`src/rtl/truth_table_sweeper.sv`:
```
// Walks all 32 minterms through an external 5-input function, rebuilds its truth table
// and compares it against an expected table, reporting the lowest differing minterm.
module truth_table_sweeper #(
  parameter int SETTLE = 1
) (
  input  logic        clk,
  input  logic        rst_n,
  input  logic        start,
  input  logic        abort,
  input  logic [31:0] expected,
  input  logic        fn_out,
  output logic [4:0]  stim,
  output logic        busy,
  output logic        done,
  output logic [31:0] table_out,
  output logic [5:0]  ones_count,
  output logic        match,
  output logic        mismatch_valid,
  output logic [4:0]  first_mismatch
);

  localparam logic [1:0] IDLE   = 2'd0;
  localparam logic [1:0] DRIVE  = 2'd1;
  localparam logic [1:0] SAMPLE = 2'd2;
  localparam logic [1:0] DONE   = 2'd3;

  localparam logic [3:0] SETTLE_V = 4'(SETTLE);

  logic [1:0]  state;
  logic [4:0]  index;
  logic [3:0]  settle_cnt;
  logic [31:0] exp_q;
  logic        bit_diff;
  logic        mv_next;

  assign bit_diff = fn_out ^ exp_q[index];
  // match must include a mismatch found on the very last minterm
  assign mv_next  = mismatch_valid | bit_diff;

  always_ff @(posedge clk or negedge rst_n) begin
    if (!rst_n) begin
      state          <= IDLE;
      index          <= '0;
      settle_cnt     <= '0;
      exp_q          <= '0;
      stim           <= '0;
      busy           <= 1'b0;
      done           <= 1'b0;
      table_out      <= '0;
      ones_count     <= '0;
      match          <= 1'b0;
      mismatch_valid <= 1'b0;
      first_mismatch <= '0;
    end else begin
      case (state)
        IDLE: begin
          done <= 1'b0;
          if (start && !abort) begin
            state          <= DRIVE;
            index          <= '0;
            stim           <= '0;
            exp_q          <= expected;
            table_out      <= '0;
            ones_count     <= '0;
            match          <= 1'b0;
            mismatch_valid <= 1'b0;
            first_mismatch <= '0;
            busy           <= 1'b1;
            settle_cnt     <= SETTLE_V;
          end
        end
        DRIVE, SAMPLE: begin
          if (abort) begin
            // partial results stay visible; only the control state unwinds
            state      <= IDLE;
            busy       <= 1'b0;
            done       <= 1'b0;
            match      <= 1'b0;
            stim       <= '0;
            index      <= '0;
            settle_cnt <= '0;
          end else if (state == DRIVE) begin
            if (settle_cnt == 4'd0) state <= SAMPLE;
            else                    settle_cnt <= settle_cnt - 4'd1;
          end else begin
            table_out[index] <= fn_out;
            ones_count       <= ones_count + {5'd0, fn_out};
            if (bit_diff && !mismatch_valid) begin
              first_mismatch <= index;
              mismatch_valid <= 1'b1;
            end
            if (index == 5'd31) begin
              state <= DONE;
              done  <= 1'b1;
              busy  <= 1'b0;
              match <= ~mv_next;
            end else begin
              index      <= index + 5'd1;
              stim       <= index + 5'd1;
              settle_cnt <= SETTLE_V;
              state      <= DRIVE;
            end
          end
        end
        default: begin
          done  <= 1'b0;
          state <= IDLE;
        end
      endcase
    end
  end

endmodule

```
`config.mk`:
```
export PLATFORM = sky130hd
export DESIGN_NAME = truth_table_sweeper
export DESIGN_NICKNAME = d
export VERILOG_FILES = /design/src/rtl/truth_table_sweeper.sv
export SDC_FILE = /design/constraint.sdc
export NUM_CORES = 1
export LEC_CHECK = 0
export ABC_AREA = 1
export BUFFER_PORTS_ARGS = -buffer_cell sky130_fd_sc_hd__buf_2
export CELL_PAD_IN_SITES_DETAIL_PLACEMENT = 0
export CELL_PAD_IN_SITES_GLOBAL_PLACEMENT = 1
export CORE_AREA = 2 2 111 113
export DETAILED_ROUTE_END_ITERATION = 6
export DIE_AREA = 0 0 113 115
export PLACE_DENSITY = 0.82
export SYNTH_ARGS = -nofsm -noshare
export SYNTH_HDL_FRONTEND = slang
export SYNTH_SLANG_ARGS = --single-unit
```
`constraint.sdc`:
```
create_clock -name clk -period 2.4 [get_ports clk]
set_clock_uncertainty 0.05 [all_clocks]
set_input_delay 0.12 -clock clk [delete_from_list [all_inputs] [get_ports clk]]
set_output_delay 0.12 -clock clk [all_outputs]
set_load 0.02 [all_outputs]
```
==> impl_metrics.json <==
{
  "p_leak_nw": 3.03,
  "critical_path_class": "flop to flop",
  "ys.warnings.count": 0,
  "swShare": 0.418,
  "synthCells": 519,
  "clk_latency_ps": 350,
  "period_minus_slack_ps": 2200,
  "synth_fp_nets": 568,
  "power.internal_mw": 3.72,
  "rsz0062_at_grt": "false",
  "synth_area_um2": 4580,
  "post_cts_buffers": 0,
  "fp.coreArea_um2": 11800,
  "cts_tree": "built",
  "critPathLaunchType": "flop",
  "fin_setup_tns_ps": 0,
  "firstDrtPassIters": 7,
  "violations": "design-rule violations",
  "p_sw_mw": 2.67,
  "gr-total-overflow": 0,
  "cts_buffers": 9,
  "combPwrFrac": 0.446,
  "route.detailed.wl_per_inst_um": 14.9,
  "via_per_inst": 5.07,
  "num_antenna_cells": 0,
  "p_per_area_nw_per_um2": 1080,
  "cts.clk_slew.worst_paths_ps": 60,
  "worstPathRequired_ps": 2580,
  "clockPowerShare": 0.228,
  "vias": 4047,
  "syn_area_per_cell_um2": 8.83,
  "gp_congestion": 0.825,
  "antenna_left": 0,
  "drive_gt1_frac": 0.247,
  "ys_seq_elements": 90,
  "post-route-util": 0.500,
  "fp.dieW_um": 113,
  "grtUsageTotal": 0.189,
  "first_iter_violations": 344,
  "finalMaxSlewViolations": 0,
  "place.port_buffers": 88,
  "h-tree-depth": 3,
  "cts_sinks": 90,
  "path_max_fanout": 8,
  "worstSetupEndpointType": "flop",
  "grt_pass1_vias": 3884,
  "ir_worst_vdd_v": 0.000572,
  "row_count": 40,
  "tightest_slew_ps": 621,
  "antenna_found_initial": 0,
  "ios": 89,
  "finalWirelength_mm": 11.9,
  "cp.arrival_ps": 2380,
  "grt_first_pass_wirelength_mm": 19.3,
  "power.share.sequential": 0.326,
  "yosysUniqueCellTypes": 37,
  "hold_viol": 0,
  "hp-class": "input pin to flop",
  "max_freq_mhz": 454,
  "post-route-period-util": 0.917,
  "cts_root_buf": "clkbuf_16",
  "status": "finished with violations",
  "cts_buffer_depth": 2,
  "hpwl_mm": 7.99,
  "relSlewSlack": 0.586,
  "area_growth_pct": 28.8,
  "synth_edf_count": 0,
  "synthFlopType": "dfrtp_1",
  "final-setup-viol-count": 0,
  "nNetsFinal": 696,
  "die_area_um2": 13000,
  "initial_core_util": 0.388,
  "die_h_um": 115,
  "grt_max_degree": 47,
  "ys_seq_area_frac": 0.492,
  "drc_errors": 5,
  "async_flop_share": 1.00,
  "maxCapViolations": 0,
  "finalPower_mw": 6.39
}
[cell usage in the layout, fill, tap and decap left out, drive strengths merged, types with 11 or more instances in the layout]
cell type	n
dfrtp	90
nand3	31
nor3	14
a31oi	32
clkbuf	11
inv	64
buf	111
nor2	64
ha	12
o21ai	14
dlygate4sd3	32
nand2	86
a22oi	32
a21oi	38
[cells by family (layout without fill, tap and decap cells)]
logic type,after synthesis,count (layout),synth area share
AOI/OAI and AO/OA,121,121,0.164
muxes,3,3,0.00737
adders and majority gates,12,12,0.0328
DFF,90,90,0.492
buffers and inverters,91,224,0.0860
and+or+nand+nor,202,202,0.218
[cells in the mapped netlist, types with 3 or more instances]
cell,count,area share
dfrtp_1,90,0.49
nor2_1,54,0.044
a21oi_1,37,0.040
inv_2,4,0.0033
nand4_1,5,0.0068
nand3_2,3,0.0066
buf_2,7,0.0076
clkbuf_1,10,0.0082
mux2_2,3,0.0074
a22oi_1,32,0.052
nand3_1,27,0.030
inv_1,59,0.048
a31oi_1,32,0.044
nor3_4,3,0.011
nand2_4,4,0.0098
o21ai_0,12,0.013
nor3_1,9,0.0098
ha_1,12,0.033
nand2_1,82,0.067
buf_4,7,0.011
nor2_2,6,0.0082
[layout make-up]
cell class / instances / area, um2
sequential: 90 / 2250
fill: 1138 / 5910
tap: 147 / 184
clock inverter: 5 / 52.6
timing repair buffer: 143 / 973
inverter: 65 / 246
clock buffer: 11 / 253
multi-input combinational: 338 / 1940
[sequential cells by signal (all words and copies together) (netlist names)]
| register | flops |
|---|---|
| busy | 1 |
| match | 1 |
| settle_cnt | 4 |
| index | 5 |
| exp_q | 32 |
| state | 2 |
| done | 1 |
| first_mismatch | 5 |
| table_out | 32 |
| mismatch_valid | 1 |
| ones_count | 6 |
[path summary, 6_finish.rpt]
check | from | end | slack (ps) | depth (start not counted)
hold reg to reg | settle_cnt[1] | settle_cnt[1] | 450 | 2
min in group asynchronous | rst_n | first_mismatch[1] | 280 | 2
max in group asynchronous | rst_n | exp_q[9] | 1360 | 3
setup / recovery | state[0] | index[2] | 200 | 9
hold / removal | expected[13] | exp_q[13] | 10 | 3
setup reg to reg | state[0] | index[2] | 200 | 9
[metrics by stage]
| step | setup WS (ps) | hold WS [ps] | area, um2 | cells |
|---|---|---|---|---|
| after floorplan | 380 | -226 | 4580 | 519 |
| after global placement | 207 | 120 | 5280 | 751 |
| after detailed placement | 248 | 131 | 5280 | 751 |
| after CTS | 229 | 3.78 | 5900 | 799 |
| after global routing | 23.4 | 17.9 | 5900 | 799 |
| final | 200 | 10.1 | 5900 | 799 |
[timing repair]
| action | CTS | global route |
|---|---|---|
| endpoints found under the hold margin | 75 | 0 |
| resized for setup | 0 | 0 |
| hold buffers | 32 | 0 |
| endpoints found under the setup margin | 0 | 0 |
[power by group through the flow]
stage / sequential (mW) / combinational, mW / clock, mW
global route: 2.12 / 3.19 / 1.56
floorplan: 2.19 / 1.97 / 0
CTS: 2.08 / 2.86 / 1.48
finish: 2.08 / 2.85 / 1.46
global placement: 2.10 / 2.76 / 0
detailed placement: 2.11 / 2.80 / 0
[worst max-delay path: stages, from the launching register on]
cell     delay [ps]
dfrtp_1         380
inv_1            70
ha_1            340
inv_1           150
nor2_4          240
o21ai_0         180
nand2_1         270
inv_1           180
a21oi_1         160
nor3_1           60
[layer usage]
metal	global-route usage	wire (um)
met2	0.291	5450
met5	0	0
met3	0.0422	491
met1	0.264	5740
met4	0.0650	179
No activity file was read; power rests on OpenSTA's default activity.
